### src/rtl/cntr_cmd_driver.sv
// Command-driven stimulus source for an up/down counter.
// Expands queued HOLD/LOAD/UP/DOWN commands and checks the counter against a model.
module cntr_cmd_driver #(
    parameter int WIDTH      = 8,
    parameter int LEN_W      = 8,
    parameter int FIFO_DEPTH = 4
) (
    input  logic             Clk,
    input  logic             Reset,
    input  logic             CmdValid,
    output logic             CmdReady,
    input  logic [1:0]       CmdOp,
    input  logic [WIDTH-1:0] CmdData,
    input  logic [LEN_W-1:0] CmdLen,
    input  logic             CheckEn,
    output logic             Enable,
    output logic             Load,
    output logic             UpDown,
    output logic [WIDTH-1:0] InData,
    input  logic [WIDTH-1:0] OutData,
    output logic [WIDTH-1:0] ExpData,
    output logic             Mismatch,
    output logic             Busy,
    output logic             Done
);

    localparam int AW = $clog2(FIFO_DEPTH);

    typedef enum logic [1:0] {
        OP_HOLD = 2'b00,
        OP_LOAD = 2'b01,
        OP_UP   = 2'b10,
        OP_DOWN = 2'b11
    } op_e;

    typedef enum logic {
        IDLE,
        EXEC
    } state_e;

    typedef struct packed {
        op_e              op;
        logic [WIDTH-1:0] data;
        logic [LEN_W-1:0] len;
    } cmd_t;

    cmd_t             mem_q [FIFO_DEPTH];
    cmd_t             mem_d [FIFO_DEPTH];
    logic [AW-1:0]    wr_q, wr_d, rd_q, rd_d;
    logic [AW:0]      cnt_q, cnt_d;
    state_e           state_q, state_d;
    logic [LEN_W-1:0] rem_q, rem_d;
    logic             en_q, en_d, ld_q, ld_d, ud_q, ud_d, done_q, done_d;
    logic [WIDTH-1:0] in_q, in_d, exp_q, exp_d;
    logic             mm_q, mm_d;

    logic             full, empty, push, pop, issue;
    cmd_t             head;
    logic [LEN_W-1:0] first_len;

    assign full     = (cnt_q == (AW+1)'(FIFO_DEPTH));
    assign empty    = (cnt_q == '0);
    assign CmdReady = Reset & ~full;
    assign push     = CmdValid & CmdReady;
    assign head     = mem_q[rd_q];

    // LOAD is always a single cycle; a zero length still issues once.
    assign first_len = (head.op == OP_LOAD || head.len == '0)
                       ? LEN_W'(1) : head.len;

    always_comb begin
        mem_d = mem_q;
        wr_d  = wr_q;
        rd_d  = rd_q;
        if (push) begin
            mem_d[wr_q] = '{op: op_e'(CmdOp), data: CmdData, len: CmdLen};
            wr_d        = wr_q + AW'(1);
        end
        if (pop) begin
            rd_d = rd_q + AW'(1);
        end
        cnt_d = cnt_q + (AW+1)'(push) - (AW+1)'(pop);
    end

    always_comb begin
        state_d = state_q;
        rem_d   = rem_q;
        en_d    = en_q;
        ld_d    = ld_q;
        ud_d    = ud_q;
        in_d    = in_q;
        done_d  = 1'b0;
        issue   = 1'b0;
        pop     = 1'b0;
        unique case (state_q)
            IDLE: issue = ~empty;
            EXEC: begin
                if (rem_q == LEN_W'(1)) begin
                    if (!empty) begin
                        issue = 1'b1;
                    end else begin
                        state_d = IDLE;
                        rem_d   = '0;
                        en_d    = 1'b0;
                        ld_d    = 1'b0;
                    end
                end else begin
                    rem_d  = rem_q - LEN_W'(1);
                    done_d = (rem_q == LEN_W'(2));
                end
            end
            default: state_d = IDLE;
        endcase
        if (issue) begin
            pop     = 1'b1;
            state_d = EXEC;
            rem_d   = first_len;
            done_d  = (first_len == LEN_W'(1));
            unique case (head.op)
                OP_HOLD: begin
                    en_d = 1'b0;
                    ld_d = 1'b0;
                end
                OP_LOAD: begin
                    en_d = 1'b1;
                    ld_d = 1'b1;
                    in_d = head.data;
                end
                OP_UP: begin
                    en_d = 1'b1;
                    ld_d = 1'b0;
                    ud_d = 1'b1;
                end
                OP_DOWN: begin
                    en_d = 1'b1;
                    ld_d = 1'b0;
                    ud_d = 1'b0;
                end
                default: begin
                    en_d = 1'b0;
                    ld_d = 1'b0;
                end
            endcase
        end
    end

    // Model samples the same registered controls the counter sees.
    always_comb begin
        exp_d = exp_q;
        if (en_q) begin
            if (ld_q) begin
                exp_d = in_q;
            end else if (ud_q) begin
                exp_d = exp_q + WIDTH'(1);
            end else begin
                exp_d = exp_q - WIDTH'(1);
            end
        end
        mm_d = mm_q | (CheckEn & (OutData != exp_q));
    end

    always_ff @(posedge Clk) begin
        mem_q <= mem_d;
    end

    always_ff @(posedge Clk) begin
        if (!Reset) begin
            wr_q    <= '0;
            rd_q    <= '0;
            cnt_q   <= '0;
            state_q <= IDLE;
            rem_q   <= '0;
            en_q    <= 1'b0;
            ld_q    <= 1'b0;
            ud_q    <= 1'b0;
            done_q  <= 1'b0;
            in_q    <= '0;
            exp_q   <= '0;
            mm_q    <= 1'b0;
        end else begin
            wr_q    <= wr_d;
            rd_q    <= rd_d;
            cnt_q   <= cnt_d;
            state_q <= state_d;
            rem_q   <= rem_d;
            en_q    <= en_d;
            ld_q    <= ld_d;
            ud_q    <= ud_d;
            done_q  <= done_d;
            in_q    <= in_d;
            exp_q   <= exp_d;
            mm_q    <= mm_d;
        end
    end

    assign Enable   = en_q;
    assign Load     = ld_q;
    assign UpDown   = ud_q;
    assign InData   = in_q;
    assign ExpData  = exp_q;
    assign Mismatch = mm_q;
    assign Done     = done_q;
    assign Busy     = ~empty | (state_q == EXEC);

endmodule

### config.mk
export PLATFORM = sky130hd
export DESIGN_NAME = cntr_cmd_driver
export DESIGN_NICKNAME = d
export VERILOG_FILES = /design/src/rtl/cntr_cmd_driver.sv
export SDC_FILE = /design/constraint.sdc
export NUM_CORES = 1
export LEC_CHECK = 0
export CORE_MARGIN = 2
export CORE_UTILIZATION = 45
export CTS_BUF_LIST = sky130_fd_sc_hd__clkbuf_16
export DETAILED_ROUTE_END_ITERATION = 10
export HOLD_SLACK_MARGIN = 0.08
export PLACE_DENSITY = 0.66
export SLEW_MARGIN = 30
export SYNTH_ARGS = -nofsm -noshare
export SYNTH_HDL_FRONTEND = slang
export SYNTH_SLANG_ARGS = --single-unit
export TNS_END_PERCENT = 20
### constraint.sdc
create_clock -name Clk -period 3.9 [get_ports Clk]
set_clock_uncertainty 0.15 [all_clocks]
set_input_delay 1.17 -clock Clk [delete_from_list [all_inputs] [get_ports Clk]]
set_output_delay 1.17 -clock Clk [all_outputs]
set_load 0.05 [all_outputs]
Word level (Yosys, flattened, before mapping)
Index checks and enable logic that the tools add are counted.
- logic and storage cells: 99
- input bits: 30
- bits in registers: 109
- equal/unequal tests: 9
- add/sub/neg operators: 7
- $lt $le $gt $ge: 3
- muxes and demuxes: 31
- bitwise gates (word level): 10
- reductions and logical operators: 15
- operators with widths (operator ; number):
    $bwmux W72 ; 1
    $mux W8 ; 7
    $mux W18 ; 3
    $bmux W18 S2 ; 1
    $demux W18 S2 ; 1
    $eq A8 B1 Y1 const B ; 2
    $sub A8 B1 Y8 const B ; 2
    $mux W1 ; 14
    $add A8 B1 Y8 const B ; 1
    $eq A8 B2 Y1 const B ; 1
    $logic_not A8 Y1 ; 1
    $ne A8 B8 Y1 ; 1
    $pmux W1 S2 ; 4
    $reduce_bool A2 Y1 ; 4
    $ge A3 B3 Y1 const B ; 2
    $not A2 Y3 ; 2
    $reduce_and A2 Y1 ; 3
    $reduce_or A3 Y1 ; 2
    $add A2 B1 Y2 const B ; 2
    $eq A2 B2 Y1 const B ; 2
    $add A3 B1 Y3 ; 1
    $and A1 B1 Y1 ; 3
    $eq A3 B3 Y1 const B ; 1
    $logic_not A3 Y1 ; 1
    10 further kinds ; 13

Logic depth before layout (Yosys ltp)
Gate-level depths: netlist (run 1).
- word-level depth: 9
- gate-level depth with buffers: 11
- depth with buffers taken out: 11

Least setup slack after synthesis (run 1)
No wires, ideal clock.
- path type: input to register
- start point: input Reset
- end point: register cnt_q[2]
- data required time: 3622 ps
- setup slack: 120 ps
- data arrival time: 3503 ps
- stages: 10
- cell sequence: inv_2 -> a21oi_1 -> and2_1 -> inv_1 -> ha_1 -> inv_1 -> ha_1 -> fa_1 -> xnor2_1 -> nor2_1
- longest elaborated chain between the ends: 4
- ends and longest elaborated chain (element ; RTL line ; RTL):
    start, declared ; 9 ; input logic Reset,
    $and A1 B1 Y1 ; 63 ; assign CmdReady = Reset & ~full;
    via CmdReady ; 11 ; output logic CmdReady,
    $and A1 B1 Y1 ; 64 ; assign push = CmdValid & CmdReady;
    $add A3 B1 Y3 ; 82 ; cnt_d = cnt_q + (AW+1)'(push) - (AW+1)'(pop);
    $sub A3 B1 Y3 ; 82 ;
    end signal, assigned ; 183 ; cnt_q <= cnt_d;
    end, declared ; 50 ; logic [AW:0] cnt_q, cnt_d;
The timed path passes the listed nets, and every way through them passes these cells.
A chain may end at the register's enable or synchronous reset.

Worst setup path after layout (run 1)
- start point: register cnt_q[0]
- end point: output Busy
- longest elaborated chain between the ends: 3
- ends and longest elaborated chain (element ; RTL line ; RTL):
    $logic_not A3 Y1 ; 62 ; assign empty = (cnt_q == '0);
    $not A1 Y1 ; 203 ; assign Busy = ~empty | (state_q == EXEC);
    $or A1 B1 Y1 ; 203 ;
    end, declared ; 23 ; output logic Busy,
Every way passes these cells.

==> summary.txt, run 1 <==
Status
  – Status: finished, final reports clean

Finish
  – Antenna diodes: 0
  – P&R area growth vs syn: 20.0%
  – Final core utilization: 0.559
  – Commonest non-fill, non-tap cell in the layout: edfxtp_1
  – Number of nets in the layout: between 400 and 500
  – Most frequent cells in the layout: 72 x edfxtp_1, 51 x clkdlybuf4s50_1, 37 x dfxtp_1
  – Layout cell share with drive strength beyond 1: 0.119

Hold path
  – WHS Path Cells: 2
  – HP Class: flop to flop

Clock network
  – Clk sinks: 109
  – Clock Path Buffers: 2
  – Hold-fix buffers at CTS: 0
  – CTS tree: done
  – Cts bufs inserted: 9
  – Clk Latency, worst-skew pair: 0.34 ns
  – Post-CTS setup buffer count: 0
  – CTS Root Buffer Type: clkbuf_16
  – Post_cts resized: 0
  – H-tree level count: 3
  – CTS clk-pin slew, worst paths: 0.07 ns

Detailed routing
  – Vias per inst: 5.46
  – Vias: 3,078
  – DRC Markers: 0
  – ANT nets after route: 0
  – Drt pass-1 iters: 4
  – DR WL/cell: 16.4 µm
  – Initial DRC count: 114
  – Detailed Route WL: a little over 9 mm

Setup path
  – R2R Setup Slk: 0.88 ns
  – Critical Path Fanout Max: 6
  – Critical Path Slowest Stage Cell: clkdlybuf4s50_1
  – WP data required: roughly 2.6 ns
  – CP max stage delay: 0.73 ns
  – Reg2reg path depth: 10
  – Critical Path, Cell by Cell: or3_1 > nor2_1 > inv_1 > clkdlybuf4s50_1
  – Critical path depth: 4
  – Critical path class: flop to output port
  – CP delay by family, top: buffers and inverters
  – Setup crit start kind: flop
  – CP endpoint kind: output port
  – Worst Path Arrival: 2.24 ns
  – Worst Path Buf+Inv: 2

Placed design
  – RD Place Congestion: 0.804
  – Port Buffers: 52
  – Post-DP HPWL: 6.50 mm
  – Dpl ws: 0.301 ns

Global route
  – Routing usage on met3: 0.0315
  – Initial antenna violation count: 0
  – Met2 usage: 0.272
  – Vias in the first global route: around 3,000
  – GR Layer Usage met1: 0.225
  – Total track usage: 0.168
  – Global routing's busiest layer: met2
  – First-pass GRT wire length: 14.8 mm
  – Largest net degree at the start of global routing: 28
  – Total grt overflow: 0

Synth
  – Syn Std Cell Area: between 4000 and 5000 µm²
  – Post-synth EDFFs: slightly above 70
  – Ys flop type: edfxtp_1
  – Net Count, Synth: 412
  – Seq/Total Area, Yosys: 0.598
  – Post-synthesis average cell area: between 10 and 15 µm²
  – Mapped Cells: roughly 370
  – Ys Warns: 0
  – Async set-reset flop share out of synthesis: 0
  – Synth unique cells: 57
  – Synthesis-stage register bit count: between 100 and 150

Timing
  – Final worst slack: 0.337 ns
  – Final hold violations: 0
  – Setup TNS: 0 ns
  – RSZ-0062 raised after global routing: false
  – Min Tclk post-route: approximately 3.6 ns
  – Worst hold slack: 0.327 ns
  – Final setup fails: 0
  – Tcrit/Tclk final: 0.914
  – F_max: 281 MHz
  – Rel. slew slack: 0.491
  – Slew Limit Fails: 0
  – Actual slew at the worst max-slew pin: roughly 0.76 ns

Power
  – Leakage power: 2.09 nW
  – Power density over cell area: 744 nW/µm²
  – Peak supply drop: 0.331 mV

Floorplan
  – Die span in x: 108 µm
  – Starting Density: 0.466
  – Die height: 108 µm
  – Row count: 37
  – Die area: 11,600 µm²
  – I/O Pins: 53
  – Core Box Area: 10,400 µm²

Job
  – # Max-Cap Violations: 0
synthesized netlist by cell type (all sizes together) (2+ instances only):
master	instances	share of area
mux4	18	0.084
a211oi	5	0.0077
a21oi	19	0.020
and2	3	0.0039
fa	2	0.0083
nor3	9	0.0093
nand3	6	0.0062
xnor2	6	0.011
clkbuf	9	0.0070
o211ai	2	0.0031
nor4	5	0.0064
nand2b	4	0.0067
o21ai	18	0.019
edfxtp	72	0.45
a31oi	3	0.0039
inv	14	0.011
xor2	9	0.016
mux2i	14	0.029
buf	6	0.0088
nand2	22	0.017
dfxtp	37	0.15
nor3b	2	0.0031
and3	7	0.0090
or3	3	0.0041
a311oi	2	0.0036
ha	15	0.039
nor2	29	0.023
a21o	4	0.0064
power by group:
group	switching (mW)	internal [mW]
Sequential	0.218	1.40
Clock	0.386	0.429
Combinational	1.07	0.827
Total	1.67	2.66
cell families after synthesis:
group / Yosys count / share of synthesized area
fa+ha+maj: 17 / 0.0469
mux: 33 / 0.115
simple gates: 96 / 0.0990
xor+xnor: 15 / 0.0271
buf+inv: 29 / 0.0266
compound gates: 66 / 0.0872
flops: 109 / 0.598
layer usage:
layer | vias up | wire (µm)
li1 | 1499 | -
met3 | 7 | 432
met5 | - | 0
met1 | 1495 | 4310
met4 | 0 | 116
met2 | 77 | 4410
per-stage QoR:
| stage | cells | power, mW | area (µm²) |
|---|---|---|---|
| floorplan | 365 | 3.06 | 4850 |
| global placement | 548 | 3.49 | 5550 |
| detailed placement | 548 | 3.54 | 5550 |
| CTS | 564 | 4.36 | 5820 |
| global route | 564 | 4.62 | 5820 |
| finish | 564 | 4.33 | 5820 |
flip-flops by register name, indices dropped and copies added, names as in the netlist:
register	cells
rem_q	8
Enable	1
Mismatch	1
UpDown	1
Done	1
InData	8
Load	1
ExpData	8
state_q	1
cnt_q	3
mem_q	72
rd_q	2
wr_q	2
path summary, 6_finish.rpt:
check | endpoint | start
worst max-delay path | Busy | cnt_q[0]$_SDFF_PN0_
worst max register to register | cnt_q[1]$_SDFF_PN0_ | rem_q[1]$_SDFFE_PN0P_
worst min register to register | Mismatch$_SDFF_PN0_ | Mismatch$_SDFF_PN0_
worst min-delay path | Mismatch$_SDFF_PN0_ | Mismatch$_SDFF_PN0_
tightest hold or removal path, stage by stage (launching register included):
cell and delay, ns:
dfxtp_1 0.33, a21oi_1 0.04, nor2_1 0.07
final cells by class:
cell class | count | area [µm²]
Inverter | 14 | 52.6
Timing Repair Buffer | 62 | 606
Fill cell | 885 | 4600
Clock buffer | 9 | 225
Tap cell | 136 | 170
Multi-Input combinational cell | 227 | 1820
Clock inverter | 7 | 43.8
Sequential cell | 109 | 2900
Note: power is estimated with default switching activity, not from simulation.
==> run 2: changes to the inputs <==
Settings changed: CORE_UTILIZATION 45 to 56, PLACE_DENSITY 0.66 to 0.79.
==> run 2 against run 1 <==
Compared with the run above:
- final area down 0.17%
- largest cell class unchanged
- setup slack better by 0.0057 ns
- register-to-register slack got worse by 0.05 ns
- non-clock buffer count did not move
- clock power grew 9.7%
- critical endpoint unchanged
- sequential cell count unchanged
- wire length is 1.0% lower
==> summary.txt, run 2 (synthesis results as in run 1) <==
Placed design
  – Placed Cells: 517 (-5.7%)
  – Port Buffers: 52 (unchanged)
  – RD Place Congestion: 0.926 (+15%)
  – Post-DP HPWL: 6.30 mm (-3.0%)
  – Placed cell area: 5510 µm² (-0.70%)

Detailed routing
  – DR WL/cell: 17.2 µm (+4.9%)
  – Detailed Route WL: 9.17 mm (-1.0%)
  – Vias: 3,079 (+0.032%)
  – DRC Markers: 0 (unchanged)
  – Drt pass-1 iters: 4 (unchanged)
  – ANT nets after route: 0 (unchanged)
  – Vias per inst: 5.79 (+6.0%)
  – Initial DRC count: 150 (+32%)

Power
  – Power density over cell area: 760 nW/µm² (+2.1%)
  – Leakage power: 2.09 nW (+0.17%)
  – Peak supply drop: 0.303 mV (-8.4%)
  – Post-layout power: 4.41 mW (+2.0%)

Clock network
  – Cts bufs inserted: 9 (unchanged)
  – Clk sinks: 109 (unchanged)
  – Clk Latency, worst-skew pair: 0.34 ns (about the same)
  – H-tree level count: 3 (unchanged)
  – CTS clk-pin slew, worst paths: 0.07 ns (about the same)
  – Hold-fix buffers at CTS: 0 (unchanged)
  – Post_cts resized: 0 (unchanged)
  – Clock Path Buffers: 2 (unchanged)
  – CTS Root Buffer Type: clkbuf_16
  – CTS tree: done
  – Post-CTS setup buffer count: 0 (unchanged)

Finish
  – Reg with most FFs: mem_q
  – Layout Cells excl Fill: 532 (-5.7%)
  – Commonest non-fill, non-tap cell in the layout: edfxtp_1
  – Filler instances: 578 (-35%)
  – Most frequent cells in the layout: 72 x edfxtp_1, 51 x clkdlybuf4s50_1, 37 x dfxtp_1
  – P&R area growth vs syn: 19.8%
  – Number of nets in the layout: 470 (unchanged)
  – Antenna diodes: 0 (unchanged)
  – Fin area: 5810 µm² (-0.17%)
  – Layout cell share with drive strength beyond 1: 0.124 (+0.00496)
  – Max reg flops: 72 (unchanged)

Timing
  – Final setup fails: 0 (unchanged)
  – Setup TNS: 0 ns (unchanged)
  – Tcrit/Tclk final: 0.912 (-0.00147)
  – F_max: 281 MHz (+0.16%)
  – Worst hold slack: 0.353 ns (+0.0257 ns)
  – Rel. slew slack: 0.564 (+0.0725)
  – Actual slew at the worst max-slew pin: 0.649 ns (-0.108 ns)
  – Slew Limit Fails: 0 (unchanged)
  – Min Tclk post-route: 3.56 ns (-0.00573 ns)
  – Final hold violations: 0 (unchanged)
  – RSZ-0062 raised after global routing: false

Floorplan
  – Die area: 9420 µm² (-19%)
  – Die span in x: 97.1 µm (-10%)
  – Die height: 97.1 µm (-10%)
  – I/O Pins: 53 (unchanged)
  – Row count: 33 (-11%)
  – Core Box Area: 8300 µm² (-20%)
  – Starting Density: 0.585 (+0.119)

Hold path
  – HP Class: flop to flop
  – WHS Path Cells: 2 (unchanged)
  – HP Start: Mismatch$_SDFF_PN0_
  – Sink of the worst hold path: Mismatch$_SDFF_PN0_

Setup path
  – R2r startpoint: rem_q[1]$_SDFFE_PN0P_
  – R2R Setup Slk: 0.83 ns (-0.05 ns)
  – Reg2reg path depth: 10 (unchanged)
  – Reg-to-reg endpoint: cnt_q[1]$_SDFF_PN0_
  – Worst Setup SP: cnt_q[1]$_SDFF_PN0_
  – CP endpoint kind: output port
  – Critical path class: flop to output port
  – Critical Path Fanout Max: 6 (unchanged)
  – Worst Path Arrival: 2.24 ns (about the same)
  – WP data required: 2.58 ns (about the same)
  – Setup crit start kind: flop

Global route
  – Largest net degree at the start of global routing: 28 (unchanged)
  – Total track usage: 0.202 (+0.0342)
  – Initial antenna violation count: 0 (unchanged)
  – Vias in the first global route: 2,962 (-0.034%)
  – Total grt overflow: 0 (unchanged)
  – First-pass GRT wire length: 15.0 mm (+1.6%)

Status
  – Status: finished, final reports clean

Job
  – # Max-Cap Violations: 0 (unchanged)
run 2: where the power goes:
part / leakage (nW) / switching (mW) / total, mW / internal [mW]
combinational: 0.999 / 1.07 / 1.90 / 0.827
sequential: 0.957 / 0.218 / 1.62 / 1.40
clock: 0.136 / 0.395 / 0.895 / 0.499
run 2: per-stage QoR:
step	setup slack, ns	util
floorplan	0.120	-
global placement	0.384	0.664
detailed placement	0.344	0.664
CTS	0.338	0.700
global route	0.258	0.700
finish	0.343	0.700
run 2: final cells by class:
type / count / area (µm²) / share of cell area
clock inverter: 6 / 72.6 / 0.0125
multi-input combinational: 227 / 1820 / 0.313
clock buffer: 9 / 225 / 0.0388
inverter: 14 / 52.6 / 0.00905
sequential: 109 / 2900 / 0.500
timing repair buffer: 62 / 606 / 0.104
tap: 105 / 131 / 0.0226
run 2: how the worst max path moves through the flow:
stage	slack, ns	depth (start not counted)	to
after global routing	0.26	4	Busy
after floorplan	0.12	10	cnt_q[2]$_SDFF_PN0_
final	0.34	4	Busy
after detailed placement	0.34	11	cnt_q[2]$_SDFF_PN0_
after CTS	0.34	4	Busy
after global placement	0.38	5	CmdReady
run 2: layer usage:
metal	vias up	global-route usage	routed length (µm)
met5	-	0	0
li1	1506	-	-
met4	0	0.0618	102
met2	78	0.339	4500
met3	8	0.0374	439
met1	1487	0.269	4120
run 2: critical path, cell delays in order (launching register included):
cell	delay [ns]
dfxtp_1	0.35
or3_1	0.44
nor2_1	0.23
inv_1	0.15
clkdlybuf4s50_1	0.72
